### src/rtl/mem_arb_pkg.sv
// Shared types for the memory bus arbiter.
//   - Width encodings used on both the requester ports and the downstream bus.
//   - Arbiter FSM state type.
//   - Pending-request record latched per requester on dispatch.
// Pending fields are sized for the widest supported bus (32-bit address and
// data); narrower instances use the low bits.
package mem_arb_pkg;

   localparam logic [1:0] MEM_BYTE  = 2'd0;
   localparam logic [1:0] MEM_WORD  = 2'd1;
   localparam logic [1:0] MEM_DWORD = 2'd2;

   localparam int ARB_ADDR_W = 32;
   localparam int ARB_DATA_W = 32;

   typedef enum logic [1:0] {
      ST_IDLE      = 2'd0,
      ST_ISSUE     = 2'd1,
      ST_WAIT_ACK  = 2'd2,
      ST_WAIT_DONE = 2'd3
   } arb_state_t;

   typedef struct packed {
      logic [ARB_ADDR_W-1:0] addr;
      logic [1:0]            width;
      logic [ARB_DATA_W-1:0] data;
      logic                  is_write;
   } pend_req_t;

   // Index following idx, wrapping at n.
   function automatic int next_idx(input int idx, input int n);
      return (idx >= n - 1) ? 0 : idx + 1;
   endfunction

endpackage

### src/rtl/mem_bus_arbiter_rr_arbiter.sv
// Combinational round-robin picker.
//   pending   : one bit per requester with a latched request
//   rr_ptr    : index with highest priority this round
//   grant     : one-hot winner (first pending index at or after rr_ptr)
//   grant_vld : at least one request is pending
module rr_arbiter #(
   parameter int NUM_REQ = 2,
   parameter int PTR_W   = $clog2(NUM_REQ)
) (
   input  logic [NUM_REQ-1:0] pending,
   input  logic [PTR_W-1:0]   rr_ptr,
   output logic [NUM_REQ-1:0] grant,
   output logic               grant_vld
);

   always_comb begin
      int               idx;
      logic [PTR_W-1:0] sel;
      grant     = '0;
      grant_vld = 1'b0;
      idx       = 0;
      sel       = '0;
      for (int off = 0; off < NUM_REQ; off++) begin
         // Modulo by subtraction keeps non-power-of-two NUM_REQ correct.
         idx = int'(rr_ptr) + off;
         if (idx >= NUM_REQ) idx = idx - NUM_REQ;
         sel = PTR_W'(idx);
         if (!grant_vld && pending[sel]) begin
            grant[sel] = 1'b1;
            grant_vld  = 1'b1;
         end
      end
   end

endmodule

### src/rtl/mem_bus_arbiter.sv
// Shares one downstream memory bus between NUM_REQ requesters.
// Each requester gets a private single-cycle dispatch / busy port; requests
// are latched, granted round-robin and issued one at a time downstream.
//   clk_in, rst_in (async, active-low)
//   req_dispatch_read/write, req_addr, req_width, req_write_data : requester side in
//   req_busy, req_read_data                                       : requester side out
//   mem_dispatch_read/write, mem_addr, mem_width, mem_write_data  : bus side out
//   mem_read_data, mem_busy                                       : bus side in
// ADDR_W and DATA_W are supported up to 32.
module mem_bus_arbiter
   import mem_arb_pkg::*;
#(
   parameter int NUM_REQ     = 2,
   parameter int ADDR_W      = 32,
   parameter int DATA_W      = 32,
   parameter int ACK_TIMEOUT = 4
) (
   input  logic                      clk_in,
   input  logic                      rst_in,
   input  logic [NUM_REQ-1:0]        req_dispatch_read,
   input  logic [NUM_REQ-1:0]        req_dispatch_write,
   input  logic [NUM_REQ*ADDR_W-1:0] req_addr,
   input  logic [NUM_REQ*2-1:0]      req_width,
   input  logic [NUM_REQ*DATA_W-1:0] req_write_data,
   output logic [NUM_REQ-1:0]        req_busy,
   output logic [NUM_REQ*DATA_W-1:0] req_read_data,
   output logic                      mem_dispatch_read,
   output logic                      mem_dispatch_write,
   output logic [ADDR_W-1:0]         mem_addr,
   output logic [1:0]                mem_width,
   output logic [DATA_W-1:0]         mem_write_data,
   input  logic [DATA_W-1:0]         mem_read_data,
   input  logic                      mem_busy
);

   localparam int PTR_W = $clog2(NUM_REQ);
   localparam int CNT_W = $clog2(ACK_TIMEOUT + 1);

   arb_state_t         state;
   pend_req_t          pend [NUM_REQ];
   logic [PTR_W-1:0]   rr_ptr;
   logic [PTR_W-1:0]   gnt_idx;
   logic [PTR_W-1:0]   win_idx;
   logic [CNT_W-1:0]   ack_cnt;
   logic [NUM_REQ-1:0] grant;
   logic               grant_vld;
   logic               done;

   // req_busy doubles as the pending-valid flag for each requester.
   rr_arbiter #(.NUM_REQ(NUM_REQ), .PTR_W(PTR_W)) u_rr (
      .pending   (req_busy),
      .rr_ptr    (rr_ptr),
      .grant     (grant),
      .grant_vld (grant_vld)
   );

   always_comb begin
      win_idx = '0;
      for (int i = 0; i < NUM_REQ; i++)
         if (grant[i]) win_idx = PTR_W'(i);
   end

   // A silent bus (no busy within ACK_TIMEOUT cycles) counts as complete.
   always_comb begin
      done = 1'b0;
      if (state == ST_WAIT_ACK && !mem_busy && ack_cnt == CNT_W'(ACK_TIMEOUT - 1))
         done = 1'b1;
      if (state == ST_WAIT_DONE && !mem_busy)
         done = 1'b1;
   end

   always_ff @(posedge clk_in or negedge rst_in) begin
      if (!rst_in) begin
         state              <= ST_IDLE;
         rr_ptr             <= '0;
         gnt_idx            <= '0;
         ack_cnt            <= '0;
         req_busy           <= '0;
         req_read_data      <= '0;
         mem_dispatch_read  <= 1'b0;
         mem_dispatch_write <= 1'b0;
         mem_addr           <= '0;
         mem_width          <= '0;
         mem_write_data     <= '0;
         for (int i = 0; i < NUM_REQ; i++) pend[i] <= '0;
      end else begin
         // Capture: only idle ports accept; read+write together is a write.
         for (int i = 0; i < NUM_REQ; i++) begin
            if ((req_dispatch_read[i] || req_dispatch_write[i]) && !req_busy[i]) begin
               req_busy[i]      <= 1'b1;
               pend[i].addr     <= ARB_ADDR_W'(req_addr[i*ADDR_W +: ADDR_W]);
               pend[i].width    <= req_width[i*2 +: 2];
               pend[i].data     <= ARB_DATA_W'(req_write_data[i*DATA_W +: DATA_W]);
               pend[i].is_write <= req_dispatch_write[i];
            end
         end

         mem_dispatch_read  <= 1'b0;
         mem_dispatch_write <= 1'b0;

         case (state)
            ST_IDLE: begin
               if (grant_vld && !mem_busy) begin
                  gnt_idx            <= win_idx;
                  mem_addr           <= pend[win_idx].addr[ADDR_W-1:0];
                  mem_width          <= pend[win_idx].width;
                  mem_write_data     <= pend[win_idx].data[DATA_W-1:0];
                  mem_dispatch_write <= pend[win_idx].is_write;
                  mem_dispatch_read  <= !pend[win_idx].is_write;
                  state              <= ST_ISSUE;
               end
            end
            ST_ISSUE: begin
               ack_cnt <= '0;
               state   <= ST_WAIT_ACK;
            end
            ST_WAIT_ACK: begin
               if (mem_busy)  state   <= ST_WAIT_DONE;
               else if (done) state   <= ST_IDLE;
               else           ack_cnt <= ack_cnt + 1'b1;
            end
            ST_WAIT_DONE: begin
               if (done) state <= ST_IDLE;
            end
            default: state <= ST_IDLE;
         endcase

         // Completion; the granted port is busy, so capture above cannot collide.
         if (done) begin
            if (!pend[gnt_idx].is_write)
               req_read_data[int'(gnt_idx)*DATA_W +: DATA_W] <= mem_read_data;
            req_busy[gnt_idx] <= 1'b0;
            rr_ptr            <= PTR_W'(next_idx(int'(gnt_idx), NUM_REQ));
         end
      end
   end

endmodule

### config.mk
export PLATFORM = sky130hd
export DESIGN_NAME = mem_bus_arbiter
export DESIGN_NICKNAME = d
export VERILOG_FILES = /design/src/rtl/mem_arb_pkg.sv /design/src/rtl/mem_bus_arbiter_rr_arbiter.sv /design/src/rtl/mem_bus_arbiter.sv
export SDC_FILE = /design/constraint.sdc
export NUM_CORES = 1
export LEC_CHECK = 0
export CAP_MARGIN = 20
export CELL_PAD_IN_SITES_DETAIL_PLACEMENT = 1
export CELL_PAD_IN_SITES_GLOBAL_PLACEMENT = 2
export CORE_UTILIZATION = 25
export DETAILED_ROUTE_END_ITERATION = 8
export GPL_TIMING_DRIVEN = 0
export PLACE_DENSITY_LB_ADDON = 0.1
export SYNTH_ARGS = -nofsm -noshare
export SYNTH_HDL_FRONTEND = slang
export SYNTH_SLANG_ARGS = --single-unit
### constraint.sdc
create_clock -name clk_in -period 2.6 [get_ports clk_in]
set_input_delay 0.26 -clock clk_in [delete_from_list [all_inputs] [get_ports clk_in]]
set_output_delay 0.26 -clock clk_in [all_outputs]
set_load 0.02 [all_outputs]
* Word level (Yosys, flattened, before mapping)
Cells that the tools add are included.
Word-level totals: output and inout port bits 134, register bits 275, logic and storage cells 114, bits of input ports 171
Operators by class: muxes and demuxes 41, shift operators 2, reduce and logical (&&, ||, !) cells 22, magnitude comparators 11, bitwise logic cells 6, add/subtract/negate cells 6, equality and inequality tests 7
Operators by type and width (count):
- $mux 67 | 3
- $bwmux 64 | 1
- $shift 32x33->64 const A | 1
- $shiftx 32x33->64 | 1
- $neg 6->33 | 1
- $mux 1 | 24
- $mux 2 | 6
- $logic_and 1x1->1 | 10
- $pmux 2 s4 | 1
- $ge 2x2->1 const B | 3
- $lt 1x2->1 const B | 3
- $mux 3 | 2
- $ne 2x2->1 const B | 3
- $pmux 3 s2 | 1
- $logic_not 1->1 | 5
- $eq 2x2->1 const B | 2
- $ge 1x1->1 const B | 4
- $not 1->2 | 2
- $reduce_and 2->1 | 2
- $add 3x1->3 const B | 1
- $demux 1 s1 | 3
- $eq 3x2->1 const B | 1
- $reduce_and 3->1 | 1
- $add 1x1->2 const B | 1
- other kinds (11) | 13

* Depth between registers and ports, before layout
Gate-level depths: netlist of run 1.
depth after elaboration 17, depth in mapped cells 7, depth with buffers taken out 5

* Cells and area by module
Synthesis of run 1 repeated with hierarchy kept, for this count alone.
Second synthesis, totals: cells, all modules 757, area total of the unflattened synthesis 11008.1 um^2
Modules (own cells, without submodules):
- mem_bus_arbiter | cells an instance 753, times used 1, seq. area each 6881.6 um^2, area an instance 10983.0 um^2
- rr_arbiter | cells an instance 4, times used 1, seq. area each 0.0 um^2, area an instance 25.0 um^2

* Least setup slack after synthesis of run 1
OpenSTA, ideal clock, no wires.
path type register to register, start register ack_cnt[0], end register req_read_data[10], setup time 0.125 ns, path slack 0.751 ns, data required time 2.475 ns, cell stages (with the launch flop) 8, arrival 1.724 ns, clock period less this slack 1.849 ns, buffers on the path 2, path through dfrtp_1 -> ha_1 -> ha_1 -> nor2_1 -> or4_1 -> buf_4 -> buf_6 -> mux2_4
On the way: cells in the longest elaborated chain, start to end 5
RTL lines:
- start, declared | RTL line mem_bus_arbiter.sv:44 | logic [CNT_W-1:0] ack_cnt;
- start signal, assigned | RTL line mem_bus_arbiter.sv:120 | else ack_cnt <= ack_cnt + 1'b1;
- $eq 3x2->1 | RTL line mem_bus_arbiter.sv:66 | if (state == ST_WAIT_ACK && !mem_busy && ack_cnt == CNT_W'(ACK_TIMEOUT - 1))
- $logic_and 1x1->1 | RTL line mem_bus_arbiter.sv:66
- $mux 1 | RTL line mem_bus_arbiter.sv:66
- $mux 1 | RTL line mem_bus_arbiter.sv:68 | if (state == ST_WAIT_DONE && !mem_busy)
- $reduce_and 2->1 (no line)
- end signal, assigned by index | RTL line mem_bus_arbiter.sv:131 | req_read_data[int'(gnt_idx)*DATA_W +: DATA_W] <= mem_read_data;
- end, declared | RTL line mem_bus_arbiter.sv:26 | output logic [NUM_REQ*DATA_W-1:0] req_read_data,
No other way between the ends. A chain may end at the register's enable or synchronous reset.

* Final worst setup path of run 1
start register ack_cnt[0], end register req_read_data[39]
Same word-level chain as after synthesis.

==> metrics.yaml, run 1 <==
syn_nets: 876
required_ps: 3000
io_buffer_count: 304
seqCellArea_um2: 6880
cts_tree: "yes"
drv_slew: 0
setup_tns_ps: 0
io_pins: 305
p_switching_mw: 6.41
fin_ws_ps: 301
grt_overflow: 0
ys_ff_latch: 275
wl_um: 34100
dpl.hpwl_um: 23500
netSwitchingFraction_pct: 31.2
yosysWarnings: 0
critical_path.cell_chain: "ha_1 > ha_1 > nor2_1 > nor4_2 > buf_2 > mux2_2"
critPathMaxStageDelay_ps: 540
final_layout_size_suffix_gt1_share_pct: 33.0
core_um2: 43300
core.rowCount: 76
status: "finished clean"
insertion_delay_ps: 530
clkTransAtPathRegs_ps: 60
grt_pass1_vias: 8210
grt_start_max_net_pins: 98
multi_input_area_um2: 3860
cts.path.max_buffers: 3
min_period_over_period_pct: 88.4
hold_violations: 0
crit_buf_inv: 1
power.leakage_nw: 6.71
grt_usage_pct: 15.5
path_common_cell: "ha_1"
ant_nets: 0
critPathKind: "flip-flop to flip-flop"
ys_seq_area_share_pct: 62.4
root_buffer: "clkbuf_16"
routed_via_density: 4.46
start_kind: "flip-flop"
clock-sinks: 275
fillers: 4507
intPower_mw: 14.1
ff2ff_setup_slack_ps: 300
crit_family: "simple AND/OR/NAND/NOR gates"
cp.arrival_ps: 2700
clock.fmax_ghz: 0.435
holdCritPathClass: "primary input to async pin"
dp_slack_ps: -18.6
area_growth_pct: 45.8
cts_htree_levels: 2
gp_congestion: 0.663
drc_errors: 0
totalPowerFinal_mw: 20.5
cts_made_buffers: 34
start_util_pct: 25.5
first_pass_iters: 4
dieArea_um2: 45000
grt_pass1_wl_um: 52300
die_w_um: 212
seq_power_share_pct: 37.0
maxCapViolations: 0
drtIter0Drc: 359
synthDistinctLibCells: 31
synth_area_um2: 11000
end_kind: "flip-flop"
rr_worst_depth: 6
p_comb_share_pct: 38.5
cp_slowest_cell: "nor4_2"
rsz0062_at_grt: "false"
r2r-start: "ack_cnt[0]"
avgSynthCellArea_um2: 15.7
p_clk_share_pct: 24.4
fin_crit_ps: 2300
wl_per_cell_um: 20.6
relSlewSlack_pct: 49.6
die_h_um: 212
crit_fanout: 10
clock_skew_ps: 15.8
synthCells: 703
tightest_slew_ps: 755
power_density_nw_per_um2: 1280
r2r-end: "req_read_data[39]"
vdd_ir_drop_max_mv: 0.400
finalSetupViolations: 0
dr_total_vias: 7387
final_net_count: 1219
grt_antenna_before_repair: 4
==> final cells by class <==
type                    instances  share of cell area [%]
diodes                          2                  0.0311
repair buffers                307                    19.3
well taps                     585                    4.55
multi-input cells             373                    24.0
clock inverters                11                   0.809
plain buffers                  53                    1.77
flip-flops and latches        275                    42.8
clock buffers                  49                    6.66
inverters                       2                  0.0467
==> registers in the layout, summed over array words and instances, names as in the netlist <==
| signal | cells |
|---|---|
| mem_dispatch_write | 1 |
| req_busy | 2 |
| mem_dispatch_read | 1 |
| mem_addr | 32 |
| pend | 134 |
| rr_ptr | 1 |
| mem_write_data | 32 |
| ack_cnt | 3 |
| state | 2 |
| req_read_data | 64 |
| mem_width | 2 |
| gnt_idx | 1 |
==> layer usage <==
| layer | global-route usage [%] | vias to the layer above | part of all wire (%) |
|---|---|---|---|
| met5 | 0 | - | 0.059 |
| met3 | 4.34 | 51 | 6.4 |
| met2 | 24.5 | 210 | 47 |
| li1 | - | 3312 | - |
| met4 | 5.40 | 4 | 2.3 |
| met1 | 20.3 | 3810 | 45 |
==> layout by cell type (no fill, tap or decap), types with 3 or more instances in the layout <==
master           count
a21oi_1              4
a22o_1               5
buf_1                3
buf_2               20
buf_6                7
bufinv_16            3
clkbuf_1            22
clkbuf_16           37
clkbuf_8            10
clkdlybuf4s50_1    303
clkinv_2             8
dfrtp_1            275
mux2_2             167
mux2_4              30
nand2_1              4
nand3_1              3
nor2_1               7
nor3_1               3
o21bai_1            68
o221a_1              4
o221a_2             62
==> synth_stat cells <==
cell,n,share of area [%]
nand2b_1,1,0.057
clkbuf_1,21,0.71
mux2_1,2,0.20
nand3_1,3,0.14
nor3_1,3,0.14
a22o_1,5,0.40
nor4_2,1,0.11
o221a_1,4,0.41
nor2_1,7,0.24
nor4_1,1,0.057
buf_4,2,0.14
a21oi_1,4,0.18
dfrtp_1,275,62
buf_6,7,0.71
inv_1,2,0.068
nand2_1,4,0.14
or4_1,1,0.068
o21bai_1,68,4.6
o21ai_0,2,0.091
o221a_2,62,6.3
and3b_1,1,0.079
mux2_2,167,17
buf_1,3,0.10
ha_1,2,0.23
nor2b_1,1,0.057
mux2_4,30,4.1
a21bo_2,1,0.091
nand2b_4,1,0.12
a21o_1,1,0.068
buf_2,20,0.91
or3_1,1,0.057
==> logic make-up (layout without fill, tap and decap cells) <==
| family | after synthesis | after routing | synth area share (%) |
|---|---|---|---|
| compound gates | 147 | 147 | 12.2 |
| fa+ha+maj | 2 | 2 | 0.227 |
| buf+inv | 55 | 422 | 2.64 |
| flops | 275 | 275 | 62.4 |
| mux | 199 | 199 | 21.3 |
| other cells | 0 | 2 | 0 |
| simple gates | 25 | 25 | 1.26 |
==> power groups by stage <==
| stage | Sequential, mW | Clock (mW) | Combinational [mW] |
|---|---|---|---|
| after floorplan | 8.63 | 0 | 3.48 |
| after global placement | 7.66 | 0 | 7.92 |
| after detailed placement | 7.67 | 0 | 8.04 |
| after CTS | 7.63 | 5.25 | 8.07 |
| after global routing | 7.89 | 5.38 | 8.52 |
| final | 7.60 | 5.02 | 7.91 |
==> through the flow <==
stage / hold slack, ps / std cells / utilization (%) / instance area (um^2)
final: 314 / 1657 / 37.2 / 16100
after global routing: 312 / 1655 / 37.2 / 16100
after CTS: 305 / 1655 / 37.2 / 16100
after detailed placement: 324 / 1594 / 34.4 / 14900
after global placement: 473 / 1592 / 34.2 / 14800
after floorplan: -35.6 / 703 / - / 11000
==> worst max path at each step <==
stage | depth (start not counted) | slack (ps) | start | end
2_1_floorplan | 7 | 750 | ack_cnt[0] | req_read_data[10]
3_3_place_gp | 1 | -12080 | rst_in | pend[43]
3_5_place_dp | 6 | -20 | req_busy[1] | mem_write_data[31]
4_1_cts | 6 | 170 | ack_cnt[0] | req_read_data[61]
5_1_grt | 6 | 50 | ack_cnt[0] | req_read_data[50]
6_report | 6 | 300 | ack_cnt[0] | req_read_data[39]
==> what timing repair did <==
item | in CTS | in global routing
gates resized for setup | 1 | 0
endpoints found under the setup margin | 3 | 0
buffers inserted | 0 | 0
hold buffers | 1 | 0
endpoints found under the hold margin | 88 | 0
(Power assumes the default switching activity.)
==> inputs of run 2 (changes only) <==
SLEW_MARGIN = 20   (was unset)
==> run 2 against run 1 <==
Cell area fell by 0.58%. Critical endpoint is now req_read_data[47]. Clock skew shrank 0.53 ps. Via count about the same. Combinational power hardly changed. Register-to-register slack barely moved. Sequential power hardly changed. Clock-buffer cell count increased by 7. Non-clock buffer count rose by 1. Highest routed layer unchanged.
==> metrics.yaml, run 2 (synthesis results as in run 1) <==
status: "finished clean"  # unchanged
io_buffer_count: 304  # unchanged
die_w_um: 212  # unchanged
dieArea_um2: 45000  # unchanged
start_kind: "flip-flop"  # unchanged
cp.arrival_ps: 2700  # about the same
mostFrequentLayoutCells: "clkdlybuf4s50_1 (303), dfrtp_1 (275), mux2_2 (167)"  # unchanged
setup_tns_ps: 0  # unchanged
finalSetupViolations: 0  # unchanged
drc_errors: 0  # unchanged
clock.fmax_ghz: 0.434  # was 0.435 GHz
relSlewSlack_pct: 51.9  # was 49.6%
first_pass_iters: 6  # was 4
grt_usage_pct: 15.5  # about the same
fin_cells: 1658  # was 1,657
fin_util_pct: 37.0  # was 37.2%
reg_top3: "pend x134, req_read_data x64"  # unchanged
core_um2: 43300  # unchanged
clkTransAtPathRegs_ps: 60  # about the same
routed_via_density: 4.46  # about the same
multi_input_area_um2: 3860  # unchanged
fin_crit_ps: 2300  # about the same
drv_slew: 0  # unchanged
dr_total_vias: 7390  # was 7,387
vdd_ir_drop_max_mv: 0.539  # was 0.400 mV
holdCritPathClass: "primary input to async pin"  # unchanged
final_common_cell: "clkdlybuf4s50_1"  # unchanged
die_h_um: 212  # unchanged
required_ps: 3000  # about the same
dpl.hpwl_um: 23600  # was 23,500 um
root_buffer: "clkbuf_16"  # unchanged
min_period_over_period_pct: 88.6  # was 88.4%
core.rowCount: 76  # unchanged
fin_ws_ps: 297  # was 301 ps
critPathLaunch: "ack_cnt[0]"  # unchanged
maxCapViolations: 0  # unchanged
ff2ff_setup_slack_ps: 300  # about the same
insertion_delay_ps: 530  # about the same
end_kind: "flip-flop"  # unchanged
power.leakage_nw: 6.65  # was 6.71 nW
tightest_slew_ps: 715  # was 755 ps
grt_start_max_net_pins: 88  # was 98
seqCellArea_um2: 6880  # unchanged
grt_overflow: 0  # unchanged
gp_congestion: 0.663  # unchanged
dp_slack_ps: -0.135  # was -18.6 ps
drtIter0Drc: 338  # was 359
crit_fanout: 10  # unchanged
final_net_count: 1221  # was 1,219
r2r-start: "ack_cnt[0]"  # unchanged
hold_violations: 0  # unchanged
grt_pass1_vias: 8230  # was 8,210
final_layout_size_suffix_gt1_share_pct: 32.1  # was 33.0%
cts.path.max_buffers: 3  # unchanged
cts_made_buffers: 35  # was 34
start_util_pct: 25.5  # unchanged
area_growth_pct: 44.9  # was 45.8%
dpl.cell_count: 1595  # was 1,594
wl_per_cell_um: 20.6  # about the same
cts_tree: "yes"  # unchanged
top_register: "pend"  # unchanged
io_pins: 305  # unchanged
largest_reg_flops: 134  # unchanged
clock-sinks: 275  # unchanged
wl_um: 34100  # about the same
power_density_nw_per_um2: 1260  # was 1280 nW/um^2
ant_nets: 0  # unchanged
cts_htree_levels: 2  # unchanged
clock_skew_ps: 15.3  # was 15.8 ps
grt_antenna_before_repair: 2  # was 4
rsz0062_at_grt: "false"  # unchanged
critPathKind: "flip-flop to flip-flop"  # unchanged
grt_pass1_wl_um: 52200  # was 52,300 um
fillers: 4493  # was 4,507
[run 2: cell types whose count changed in the layout (fill, tap and decap cells not counted)]
cell       previous run  this run
buf_16                2         3
bufinv_16             3         0
clkbuf_8             10         6
clkbuf_1             22        33
clkinv_2              8         5
diode_2               2         1
[run 2: worst max-delay path, stage by stage (launching register included)]
cell	delay (ps)
dfrtp_1	390
ha_1	170
ha_1	210
nor2_1	90
nor4_2	540
buf_2	400
mux2_2	370
[run 2: power by group]
group	total, mW	internal (mW)	switching, mW
Sequential	7.61	6.44	1.17
Combinational	7.92	4.53	3.39
Clock	4.63	2.77	1.85
[run 2: what timing repair did]
action | 4_1_cts | 5_1_grt
endpoints found under the hold margin | 77 | 0
resized for setup | 1 | 0
endpoints found under the setup margin | 10 | 0
setup buffers | 0 | 0
hold buffers | 1 | 0
[run 2: stage by stage]
| stage | total power, mW | instance area [um^2] | hold slack (ps) |
|---|---|---|---|
| 6_report | 20.2 | 16000 | 203 |
| 5_1_grt | 21.4 | 16000 | 211 |
| 4_1_cts | 20.5 | 16000 | 175 |
| 3_5_place_dp | 15.7 | 14900 | 153 |
| 3_3_place_gp | 15.6 | 14800 | 473 |
| 2_1_floorplan | 12.1 | 11000 | -35.6 |
[run 2: worst paths after layout]
path / to / depth (start not counted)
min in group clk_in: pend[98] / 2
hold / removal: req_read_data[5] / 2
setup / recovery: req_read_data[47] / 6
setup reg to reg: req_read_data[47] / 6
hold reg to reg: req_read_data[33] / 1
max in group asynchronous: pend[95] / 3
[run 2: metal layers]
metal | vias to the layer above | share of wire [%] | track usage [%]
li1 | 3317 | - | -
met2 | 214 | 47 | 24.5
met5 | - | 0.047 | 0
met1 | 3810 | 44 | 20.1
met3 | 47 | 7.4 | 4.84
met4 | 2 | 1.9 | 4.82
[run 2: layout make-up]
cell class	count	share of cell area, %
buffer	53	1.78
multi-input combinational	373	24.1
inverter	2	0.0469
tap	585	4.58
timing repair buffer	308	19.6
antenna	1	0.0156
clock buffer	56	6.61
clock inverter	5	0.156
sequential	275	43.0
